## config.mk

```make
export PLATFORM = sky130hd
export DESIGN_NAME = weight_dispatcher
export DESIGN_NICKNAME = d
export VERILOG_FILES = /design/src/rtl/weight_dispatcher.sv
export SDC_FILE = /design/constraint.sdc
export NUM_CORES = 1
export LEC_CHECK = 0
export CAP_MARGIN = 20
export CORE_AREA = 2 2 199 201
export CTS_CLUSTER_DIAMETER = 80
export DETAILED_ROUTE_END_ITERATION = 10
export DIE_AREA = 0 0 201 203
export HOLD_SLACK_MARGIN = 0.02
export SKIP_CTS_REPAIR_TIMING = 1
export SLEW_MARGIN = 20
export SYNTH_ARGS = -nofsm -noshare
export SYNTH_HDL_FRONTEND = slang
export SYNTH_SLANG_ARGS = --single-unit
```

## constraint.sdc

```tcl
create_clock -name clk -period 7.8 [get_ports clk]
set_clock_uncertainty 0.15 [all_clocks]
set_input_delay 1.17 -clock clk [delete_from_list [all_inputs] [get_ports clk]]
set_output_delay 1.17 -clock clk [all_outputs]
set_load 0.01 [all_outputs]
```

## src/rtl/weight_dispatcher.sv

```systemverilog
// rtl/weight_dispatcher.sv - stages one kernel of weights, then flushes and bursts it to each PE in turn
module weight_dispatcher #(
  parameter int DATA_WIDTH   = 16,
  parameter int BUFFER_DEPTH = 16,
  parameter int NUM_PE       = 4
) (
  input  logic                  clk,
  input  logic                  rstn,
  input  logic                  start,
  input  logic [7:0]            kernel_size,
  input  logic [7:0]            num_kernels,
  input  logic [DATA_WIDTH-1:0] s_data,
  input  logic                  s_valid,
  output logic                  s_ready,
  input  logic [NUM_PE-1:0]     w_busy,
  output logic [NUM_PE-1:0]     w_flush,
  output logic [DATA_WIDTH-1:0] w_data,
  output logic [7:0]            pe_idx,
  output logic                  busy,
  output logic                  done,
  output logic                  cfg_err
);
  localparam int PTR_W = (BUFFER_DEPTH > 1) ? $clog2(BUFFER_DEPTH) : 1;
  localparam logic [PTR_W-1:0] LAST_PTR = PTR_W'(BUFFER_DEPTH - 1);
  localparam logic [7:0] MAX_K = 8'(BUFFER_DEPTH);
  localparam logic [7:0] MAX_N = 8'(NUM_PE);

  typedef enum logic [2:0] {S_IDLE, S_FILL, S_WAIT, S_FLUSH, S_BURST, S_NEXT} state_t;
  state_t state, state_nx;

  logic [DATA_WIDTH-1:0] mem [BUFFER_DEPTH];
  logic [PTR_W-1:0]      wr_ptr, rd_ptr;
  logic [7:0]            count, k_reg, n_reg, burst_cnt;
  logic [NUM_PE-1:0]     pe_sel;
  logic                  push, cfg_ok, last_pe, last_beat, target_busy;

  always_comb begin
    pe_sel = '0;
    for (int i = 0; i < NUM_PE; i++) pe_sel[i] = (pe_idx == 8'(i));
  end

  assign cfg_ok      = (kernel_size != 8'd0) && (kernel_size <= MAX_K) &&
                       (num_kernels != 8'd0) && (num_kernels <= MAX_N);
  // count is registered, so s_ready never depends on s_valid
  assign s_ready     = (state == S_FILL) && (count < k_reg);
  assign push        = s_valid && s_ready;
  assign target_busy = |(w_busy & pe_sel);
  assign last_pe     = (pe_idx == n_reg - 8'd1);
  assign last_beat   = (burst_cnt == k_reg - 8'd1);
  assign w_flush     = (state == S_FLUSH) ? pe_sel : '0;
  assign w_data      = (state == S_BURST) ? mem[rd_ptr] : '0;
  assign busy        = (state != S_IDLE);
  assign done        = (state == S_NEXT) && last_pe;

  always_comb begin
    state_nx = state;
    case (state)
      S_IDLE:  if (start && cfg_ok) state_nx = S_FILL;
      S_FILL:  if (push && (count + 8'd1 == k_reg)) state_nx = S_WAIT;
      S_WAIT:  if (!target_busy) state_nx = S_FLUSH;
      S_FLUSH: state_nx = S_BURST;
      S_BURST: if (last_beat) state_nx = S_NEXT;
      S_NEXT:  state_nx = last_pe ? S_IDLE : S_FILL;
      default: state_nx = S_IDLE;
    endcase
  end

  always_ff @(posedge clk) begin
    if (!rstn) begin
      state     <= S_IDLE;
      wr_ptr    <= '0;
      rd_ptr    <= '0;
      count     <= '0;
      k_reg     <= '0;
      n_reg     <= '0;
      burst_cnt <= '0;
      pe_idx    <= '0;
      cfg_err   <= 1'b0;
    end else begin
      state <= state_nx;
      if (state == S_IDLE && start) begin
        k_reg <= kernel_size;
        n_reg <= num_kernels;
        if (cfg_ok) begin
          cfg_err <= 1'b0;
          pe_idx  <= '0;
        end else begin
          cfg_err <= 1'b1;
        end
      end
      if (push) begin
        wr_ptr <= (wr_ptr == LAST_PTR) ? '0 : wr_ptr + 1'b1;
        count  <= count + 8'd1;
      end
      if (state == S_FLUSH) burst_cnt <= '0;
      // a full burst pops exactly K words, leaving the FIFO empty for the next FILL
      if (state == S_BURST) begin
        rd_ptr    <= (rd_ptr == LAST_PTR) ? '0 : rd_ptr + 1'b1;
        count     <= count - 8'd1;
        burst_cnt <= burst_cnt + 8'd1;
      end
      if (state == S_NEXT && !last_pe) pe_idx <= pe_idx + 8'd1;
    end
  end

  always_ff @(posedge clk) begin
    if (push) mem[wr_ptr] <= s_data;
  end

endmodule

```

# Word level (Yosys, flattened, before mapping)
# Memories as Yosys holds them, arrays and structs flattened. A register that Yosys moved wholly into a read port is not among the register bits.
# Index checks and enable logic that the tools add are counted.
dict set report op_classes {
  n_addsub 8
  mul 0
  div_mod_pow 0
  order_cmp 3
  eq_ne 17
  n_shift 0
  mux 22
  n_bitwise 1
  reduce_logical 23
}
# cell count
set ops {}
lappend ops {{8-bit 2-to-1 mux} 7}
lappend ops {{8-bit by 1-bit adder with 8-bit output, second input constant} 3}
lappend ops {{8-bit == test} 3}
lappend ops {{8-bit by 1-bit subtractor with 8-bit output, second input constant} 3}
lappend ops {{4-bit 2-to-1 mux} 5}
lappend ops {{3-bit one-hot mux with 6 select lines} 1}
lappend ops {{8-bit by 2-bit == test with 1-bit output, second input constant} 2}
lappend ops {{16-bit 2-to-1 mux} 1}
lappend ops {{8-bit nonzero test} 2}
lappend ops {{3-bit 2-to-1 mux} 4}
lappend ops {{1-bit logical AND} 10}
lappend ops {{4-bit by 1-bit adder with 4-bit output, second input constant} 2}
lappend ops {{4-bit == test, second input constant} 2}
lappend ops {{8-bit by 1-bit == test with 1-bit output, second input constant} 1}
lappend ops {{8-bit by 3-bit <= comparator with 1-bit output, second input constant} 1}
lappend ops {{8-bit by 5-bit <= comparator with 1-bit output, second input constant} 1}
lappend ops {{8-bit logical NOT} 1}
lappend ops {{8-bit less-than comparator} 1}
lappend ops {{2-bit nonzero test} 4}
lappend ops {{3-bit by 2-bit == test with 1-bit output, second input constant} 2}
lappend ops {{3-bit == test, second input constant} 2}
lappend ops {{2-bit inequality test, second input constant} 3}
lappend ops {{4-bit bitwise AND} 1}
lappend ops {{1-bit 2-to-1 mux} 4}
lappend ops {{8 further kinds} 8}
dict set report word_totals {
  ff_bits 52
  latchBits 0
  ramBits 256
  romBits 0
  out_inout_bits 32
  mem_count 1
}
# memory depth word_bits rd rd_clocked_by_memory_dff write_ports line
set mem_list {}
lappend mem_list {mem 16 16 1 1 1 31} ;# logic [DATA_WIDTH-1:0] mem [BUFFER_DEPTH];

# Logic depth before layout (Yosys ltp)
# Gate-level depths: netlist of the first run.
dict set report logic_depth {
  depth_word 7
  mapped_depth 10
}

# Worst setup path before layout of the first run
# No wires, ideal clock.
dict set report synth_path {
  path_type {input-to-reg}
  from {in s_valid}
  to {mem mem[3][0], enable pin}
  setup_time_ns 0.409
  arrival_time_ns 2.999
  slack_ns 4.242
  path_stages 4
  n_path_buf 1
  path_cell_list {and3_1 -> buf_1 -> nand3_1 -> nor3_1}
}
dict set report synth_via {
  elab_chain_cells 3
}
# element line
set synth_lines {}
lappend synth_lines {{from (decl)} 13} ;# input logic s_valid,
lappend synth_lines {{1-bit logical AND} 46} ;# assign push = s_valid && s_ready;
lappend synth_lines {{1-bit 2-to-1 mux} 107} ;# if (push) mem[wr_ptr] <= s_data;
lappend synth_lines {{1-bit 2-to-1 mux (implied by the code)} 107}
lappend synth_lines {{to (decl)} 31}
# No other way between the ends.

==> out/metrics.cfg, run 1 <==
[outcome]
outcome = complete, no violations

[sta]
fin_ws_ns = 2.761
maxSlewHeadroom_pct = 31.57
post-route-period-util_pct = 64.61
max_slew.worst_pin.slew_ns = 1.021
maxSlewViolCount = 0
hold_violations = 0
finalSetupTns_ns = 0
setup_violations = 0
rsz0062_at_grt = false
period_needed_ns = 5.039
max_freq_ghz = 0.1984

[clocking]
clkSinkCount = 312
cts_max_level = 2
cts_max_path_buffers = 3
cts_tree = built
cts_made_buffers = 35
clock_latency_ns = 0.52
clk_pin_slew_worst_paths_ns = 0.06
cts-root-buf = clkbuf_16

[floorplan]
core-area_um2 = 38470
start_util_pct = 34.84
die_h_um = 203
io_pins = 72
dieWidth_um = 201
die_area_um2 = 40800
rows = 72

[global_routing]
grt_pass1_wl_um = 46530
use_met2_pct = 24.54
grt_max_degree = 65
grt_pass1_vias = 7615
grt-ovfl-total = 0
busiest_layer = met2
track_usage_pct = 14.91
antenna_found_initial = 1
use_met3_pct = 3.226
use_met1_pct = 20.29

[worst_setup_path]
crit_buf_inv = 2
path_common_cell = mux4_2
crit_arrival_ns = 3.72
rrSetupSlack_ns = 3.85
cp_max_fo = 35
reg2reg_to = mem[1][9]
slowest_stage = dfxtp_4
startpoint_type = flop
end_kind = output port
slowest_delay_ns = 0.74
r2r_start = k_reg[2]
required_ns = 6.48
crit_chain = buf_4, mux4_2, mux4_2, and2_1, clkdlybuf4s50_1
critPathTopFamily = buffers and inverters
critPathKind = flop to output port
r2r_cells = 10

[pwr]
power_leakage_nw = 5.070
pwr-share-clk_pct = 46.6
p_switching_uw = 705.1
p_sw_share_pct = 19.72
combPwrFrac_pct = 2.7
p_int_mw = 2.870
p_seq_share_pct = 50.7
p_per_area_nw_per_um2 = 223.9
ir_worst_vdd_mv = 0.2000

[detailed_routing]
wire_per_inst_um = 20.18
first_iter_violations = 649
first_pass_iters = 8
vias_per_cell = 5.127
routed_wl_um = 29870
via_count = 7588
ant_nets = 0
drc = 0

[yosys]
yosysTopAreaCell = edfxtp_1
synth_seq_area_share_pct = 65.73
synthDistinctLibCells = 67
avgSynthCellArea_um2 = 15.67
ys_async_sr_fraction_pct = 0
ys_ff_latch = 312
synth_area_leaders = edfxtp_1, mux4_2, dfxtp_1, ha_1, nand2_1
yosysWarnings = 0
synth_edf_count = 256
yosysTopAreaCellShare_pct = 57.37
syn_area_um2 = 13400
yosys_most_used_dff = edfxtp_1
syn_nets = 917
netlist_instances = 855

[finish]
final_util_pct = 41.50
fillCellCount = 3499
nets = 998
area_growth_pct = 19.13
drive_above_1_share_pct = 18.83
mostFrequentLayoutCells = edfxtp_1, mux4_2, clkdlybuf4s50_1
regMostFlops = mem
largest_reg_flops = 256
final_cells = 1480
final_area_um2 = 15960
layout_commonest_cell = edfxtp_1

[placement]
dp.final_hpwl_um = 17940
place_area_um2 = 14790
gp_congestion = 0.8199
dp_worst_setup_slack_ns = 3.202
io_buffer_count = 71
placedCellCount = 1417

[min_path]
min_path_type = flop to flop
hold_end = cfg_err
min_from = cfg_err
hold_depth = 2

[flow_run]
maxCapViolations = 0

power by group through the flow:
stage	Sequential [mW]	Clock (mW)	Combinational, mW
floorplan	1.84	0	0.0495
global placement	1.85	0	0.0953
detailed placement	1.85	0	0.0966
CTS	1.81	1.71	0.0972
global route	1.81	1.78	0.108
finish	1.81	1.66	0.0969
cell usage after synthesis, drive strengths merged (3+ instances only):
| library cell | n |
|---|---|
| a221o | 4 |
| nor2 | 45 |
| edfxtp | 256 |
| nor3 | 15 |
| or3 | 7 |
| xor2 | 10 |
| a31oi | 3 |
| a21oi | 46 |
| nor4 | 10 |
| mux4 | 80 |
| o21a | 3 |
| nor3b | 4 |
| and2 | 27 |
| inv | 21 |
| mux2 | 4 |
| nor2b | 3 |
| nand2b | 8 |
| buf | 14 |
| o21ai | 14 |
| dfxtp | 56 |
| nor4b | 3 |
| nand3 | 18 |
| nand2 | 62 |
| o211ai | 3 |
| nand3b | 3 |
| xnor2 | 23 |
| and3 | 11 |
| clkbuf | 34 |
| a22oi | 3 |
| ha | 22 |
| nand4 | 6 |
| mux2i | 3 |
how the worst max path moves through the flow:
stage	from	to	slack, ns	depth (start not counted)
after floorplan	s_valid	mem[3][0]	4.24	4
after global placement	flop	w_data[12]	3.23	5
after detailed placement	flop	w_data[4]	3.20	5
after CTS	flop	w_data[4]	2.63	5
after global routing	flop	w_data[7]	2.49	5
final	flop	w_data[4]	2.76	5
stage by stage:
step	power (mW)	hold WS, ns
floorplan	1.894	0.2978
CTS	3.618	0.3214
global placement	1.944	0.3093
global route	3.700	0.3457
detailed placement	1.945	0.3090
finish	3.575	0.3146
layer usage:
metal	up-vias	part of all wire, %
met3	31	6.3
met1	3857	44
met5	-	0
li1	3507	-
met2	193	48
met4	0	1.3
final cells by class:
class	instances	area, um^2	area share (%)
Inverter	21	78.83	0.4938
Clock inverter	21	265.3	1.662
Tap cell	518	648.1	4.060
Sequential cell	312	8813	55.21
Timing Repair Buffer	92	872.1	5.463
Clock buffer	41	898.4	5.627
Antenna cell	1	2.502	0.01568
Multi-Input combinational cell	474	4385	27.47
worst register-to-register path: cells and delay by family, from the launching register on:
kind,cells,cell delay [ns]
adder cells (fa/ha/maj),1,0.28
buffers and inverters,3,0.77
AND/OR/NAND/NOR,3,1.39
AO/OA/AOI/OAI,3,0.54
flip-flops,1,0.50
cells by family after synthesis:
group / Yosys count / share of synthesized area (%)
AOI/OAI and AO/OA: 102 / 5.117
xor gates and xnor gates: 34 / 2.353
adders and majority gates: 23 / 2.129
buffers and inverters: 69 / 2.035
DFF: 312 / 65.73
muxes: 87 / 14.01
and+or+nand+nor: 228 / 8.628
No activity file was read; power rests on OpenSTA's default activity.
==> run 2: changes to the inputs <==
==> constraint.sdc (replaced) <==
create_clock -name clk -period 4.8 [get_ports clk]
set_clock_uncertainty 0.15 [all_clocks]
set_input_delay 0.72 -clock clk [delete_from_list [all_inputs] [get_ports clk]]
set_output_delay 0.72 -clock clk [all_outputs]
set_load 0.01 [all_outputs]
==> run 2 against run 1 <==
Net effect:
- utilization grew 0.28 points
- wire length grew 1.8%
- total power grew 62%
- clock power grew 61%
- sequential power grew 63%
- final area grew 0.68%
==> out/metrics.cfg, run 2 (synthesis gave the netlist of run 1 again) <==
[worst_setup_path]
required_ns = 3.93
rrSetupSlack_ns = 1.30
r2r_start = k_reg[2]
slowest_stage = dfxtp_4
critPathKind = flop to output port
r2r_cells = 10
reg2reg_to = mem[4][7]
cp_max_fo = 20
startpoint_type = flop
end_kind = output port
crit_arrival_ns = 3.24
slowest_delay_ns = 0.60
path_common_cell = mux4_2
crit_chain = buf_4, mux4_2, mux4_2, and2_1, clkdlybuf4s50_1

[clocking]
cts_made_buffers = 34
clkSinkCount = 312
clk_pin_slew_worst_paths_ns = 0.06
cts_max_path_buffers = 3
clock_latency_ns = 0.52
cts-root-buf = clkbuf_16
cts_max_level = 2
cts_tree = built

[outcome]
outcome = complete, no violations

[sta]
setup_violations = 0
maxSlewHeadroom_pct = 52.44
finalSetupTns_ns = 0
fin_ws_ns = 0.6888
maxSlewViolCount = 0
hold_violations = 0
rsz0062_at_grt = false
post-route-period-util_pct = 85.65
max_slew.worst_pin.slew_ns = 0.7118
period_needed_ns = 4.111
max_freq_ghz = 0.2432

[floorplan]
die_area_um2 = 40800
rows = 72
dieWidth_um = 201
core-area_um2 = 38470
io_pins = 72
die_h_um = 203
start_util_pct = 34.84

[pwr]
pwr-share-clk_pct = 46.3
p_int_mw = 4.602
power_leakage_nw = 5.139
ir_worst_vdd_mv = 0.3067
combPwrFrac_pct = 2.7
p_sw_share_pct = 20.30
p_switching_mw = 1.172
p_per_area_nw_per_um2 = 359.2
p_seq_share_pct = 51.0
total_power_mw = 5.774

[global_routing]
grt_pass1_wl_um = 46640
grt-ovfl-total = 0
track_usage_pct = 14.97
grt_pass1_vias = 7614
busiest_layer = met2
use_met2_pct = 25.00
grt_max_degree = 65
use_met3_pct = 3.018
antenna_found_initial = 1
use_met1_pct = 19.98

[finish]
layout_commonest_cell = edfxtp_1
antennaDiodeCount = 0
area_growth_pct = 19.94
largest_reg_flops = 256
mostFrequentLayoutCells = edfxtp_1, mux4_2, clkdlybuf4s50_1
regMostFlops = mem
fillCellCount = 3478
nets = 1008
final_util_pct = 41.78
drive_above_1_share_pct = 20.39

[detailed_routing]
first_pass_iters = 6
routed_wl_um = 30410
first_iter_violations = 516
wire_per_inst_um = 20.43
vias_per_cell = 5.115
ant_nets = 0
via_count = 7616
drc = 0

[min_path]
min_path_type = flop to flop
hold_end = cfg_err
min_from = cfg_err
hold_depth = 2

[placement]
gp_congestion = 0.8012
dp.final_hpwl_um = 18150
io_buffer_count = 71
dp_worst_setup_slack_ns = 1.154

[flow_run]
maxCapViolations = 0

run 2: area by class of cell:
class	instances	area (um^2)	area share, %
timing repair buffer	103	1013	6.305
inverter	21	78.83	0.4904
tap	518	648.1	4.032
multi-input combinational	474	4375	27.22
clock buffer	40	883.3	5.496
clock inverter	21	260.3	1.619
sequential	312	8813	54.83
run 2: worst max-delay path by stage:
stage	startpoint	end	slack [ns]
after CTS	flop	w_data[3]	0.59
after global placement	flop	w_data[3]	1.20
after floorplan	k_reg[5]	mem[3][0]	1.28
final	flop	w_data[3]	0.69
after global routing	flop	w_data[3]	0.51
after detailed placement	flop	w_data[3]	1.15
run 2: worst max-delay path, delay by kind of cell (launching register included):
family                 cells  cell delay (ns)
buffers and inverters      2             0.86
flip-flops                 1             0.60
multiplexers               2             1.02
AND/OR/NAND/NOR            1             0.22
run 2: per-stage QoR:
step / cell area, um^2 / hold WS, ns / std cells
floorplan: 13400 / 0.2978 / 855
global placement: 14930 / 0.3040 / 1428
detailed placement: 14930 / 0.3195 / 1428
CTS: 16070 / 0.3342 / 1489
global route: 16070 / 0.3548 / 1489
finish: 16070 / 0.3248 / 1489
run 2: power by group through the flow:
stage / sequential (mW) / combinational (mW) / clock [mW]
after CTS: 2.95 / 0.158 / 2.74
after global routing: 2.95 / 0.175 / 2.84
after detailed placement: 3.00 / 0.157 / 0
after global placement: 3.00 / 0.155 / 0
after floorplan: 3.00 / 0.0805 / 0
final: 2.95 / 0.157 / 2.67
run 2: metal layers:
metal,vias up,routed length [um]
li1,3511,-
met1,3850,13260
met2,207,14830
met3,46,1749
met4,2,561
met5,-,11
==> run 3: changes to the inputs <==
--- a/config.mk
+++ b/config.mk
@@ -6,10 +6,10 @@
 export NUM_CORES = 1
 export LEC_CHECK = 0
 export CAP_MARGIN = 20
-export CORE_AREA = 2 2 199 201
+export CORE_AREA = 8 8 205 207
 export CTS_CLUSTER_DIAMETER = 80
 export DETAILED_ROUTE_END_ITERATION = 10
-export DIE_AREA = 0 0 201 203
+export DIE_AREA = 0 0 213 215
 export HOLD_SLACK_MARGIN = 0.02
 export SKIP_CTS_REPAIR_TIMING = 1
 export SLEW_MARGIN = 20
==> run 3 against run 2 <==
Net effect:
- non-clock buffer count fell by 6
- critical path type unchanged
- sequential share of layout area grew 0.32 points
- via count is the same
- global-route usage is 1.7 points lower
- die area grew 12%
- clock power decreased by 2%
- wire length up 1.2%
==> out/metrics.cfg, run 3 (synthesis gave the netlist of run 1 again) <==
[worst_setup_path]
slowest_delay_ns = 0.55
crit_arrival_ns = 3.23
cp_max_fo = 19
slowest_stage = mux4_2
required_ns = 3.93
end_kind = output port
crit_chain = buf_4, mux4_2, mux4_2, and2_1, clkdlybuf4s50_1
critPathKind = flop to output port
startpoint_type = flop
path_common_cell = mux4_2

[clocking]
cts_max_path_buffers = 3
cts_max_level = 2
clk_pin_slew_worst_paths_ns = 0.06
clkSinkCount = 312
cts_tree = built
cts_made_buffers = 35
cts-root-buf = clkbuf_16
clock_latency_ns = 0.52

[sta]
rsz0062_at_grt = false
max_slew.worst_pin.slew_ns = 0.5872
setup_violations = 0
post-route-period-util_pct = 85.38
maxSlewViolCount = 0
hold_violations = 0
maxSlewHeadroom_pct = 60.50
period_needed_ns = 4.098
max_freq_ghz = 0.2440
finalSetupTns_ns = 0

[detailed_routing]
drc = 0
ant_nets = 0
first_pass_iters = 5
vias_per_cell = 5.118
wire_per_inst_um = 20.68
routed_wl_um = 30770
first_iter_violations = 500
via_count = 7616

[floorplan]
die_area_um2 = 45800
dieWidth_um = 213
start_util_pct = 34.36
core-area_um2 = 39000
io_pins = 72
die_h_um = 215
rows = 73

[flow_run]
maxCapViolations = 0

[pwr]
p_switching_mw = 1.176
ir_worst_vdd_mv = 0.3033
power_leakage_nw = 5.083
combPwrFrac_pct = 2.8
p_sw_share_pct = 20.57
pwr-share-clk_pct = 45.7
p_seq_share_pct = 51.5
p_per_area_nw_per_um2 = 357.8
p_int_mw = 4.541

[placement]
dp.final_hpwl_um = 18330
gp_congestion = 0.8011
io_buffer_count = 71
placedCellCount = 1429

[finish]
layout_commonest_cell = edfxtp_1
largest_reg_flops = 256
final_util_pct = 40.97
drive_above_1_share_pct = 19.73
antennaDiodeCount = 0
regMostFlops = mem
area_growth_pct = 19.24
final_cells = 1488
mostFrequentLayoutCells = edfxtp_1, mux4_2, clkdlybuf4s50_1
nets = 1003

[global_routing]
track_usage_pct = 13.32
grt_pass1_wl_um = 46840
grt_max_degree = 65
grt-ovfl-total = 0
antenna_found_initial = 1
grt_pass1_vias = 7849

[min_path]
min_path_type = flop to flop

[outcome]
outcome = complete, no violations

[run 3: layer usage]
layer	global-route usage, %	vias to the layer above	share of wire (%)
li1	-	3500	-
met1	17.49	3856	43
met2	22.20	215	48
met3	2.954	43	6.6
met4	3.106	2	1.8
met5	0	-	0.042
[run 3: path summary, 6_finish.rpt]
check,start,to,slack (ns),cells after the start
max,flop,w_data[4],0.70,5
min,cfg_err,cfg_err,0.33,2
max reg2reg,count[5],mem[12][4],1.38,8
min reg2reg,cfg_err,cfg_err,0.33,2
[run 3: critical path, delay by kind of cell (launching register included)]
family                 cells  cell delay (ns)
DFF                        1             0.53
buffers and inverters      2             0.93
muxes                      2             1.01
and+or+nand+nor            1             0.24
[run 3: per-stage QoR]
stage / total power [mW] / instance area (um^2) / hold WS (ns) / setup slack, ns
after detailed placement: 3.162 / 14860 / 0.3223 / 1.196
after CTS: 5.784 / 15980 / 0.3374 / 0.6491
after global placement: 3.159 / 14860 / 0.3103 / 1.200
after floorplan: 3.078 / 13400 / 0.2978 / 1.276
final: 5.717 / 15980 / 0.3296 / 0.7016
after global routing: 5.899 / 15980 / 0.3849 / 0.5234
[run 3: layout make-up]
class / instances / area, um^2
clock buffer: 41 / 918.4
clock inverter: 18 / 205.2
fill: 3588 / 23020
inverter: 21 / 78.83
multi-input combinational: 474 / 4375
sequential: 312 / 8813
tap: 525 / 656.9
timing repair buffer: 97 / 930.9
[run 3: power by group through the flow]
stage | registers (mW) | clock network [mW] | logic (mW)
4_1_cts | 2.95 | 2.68 | 0.160
3_3_place_gp | 3.00 | 0 | 0.156
5_1_grt | 2.95 | 2.78 | 0.177
6_report | 2.95 | 2.61 | 0.160
3_5_place_dp | 3.00 | 0 | 0.159
2_1_floorplan | 3.00 | 0 | 0.0805
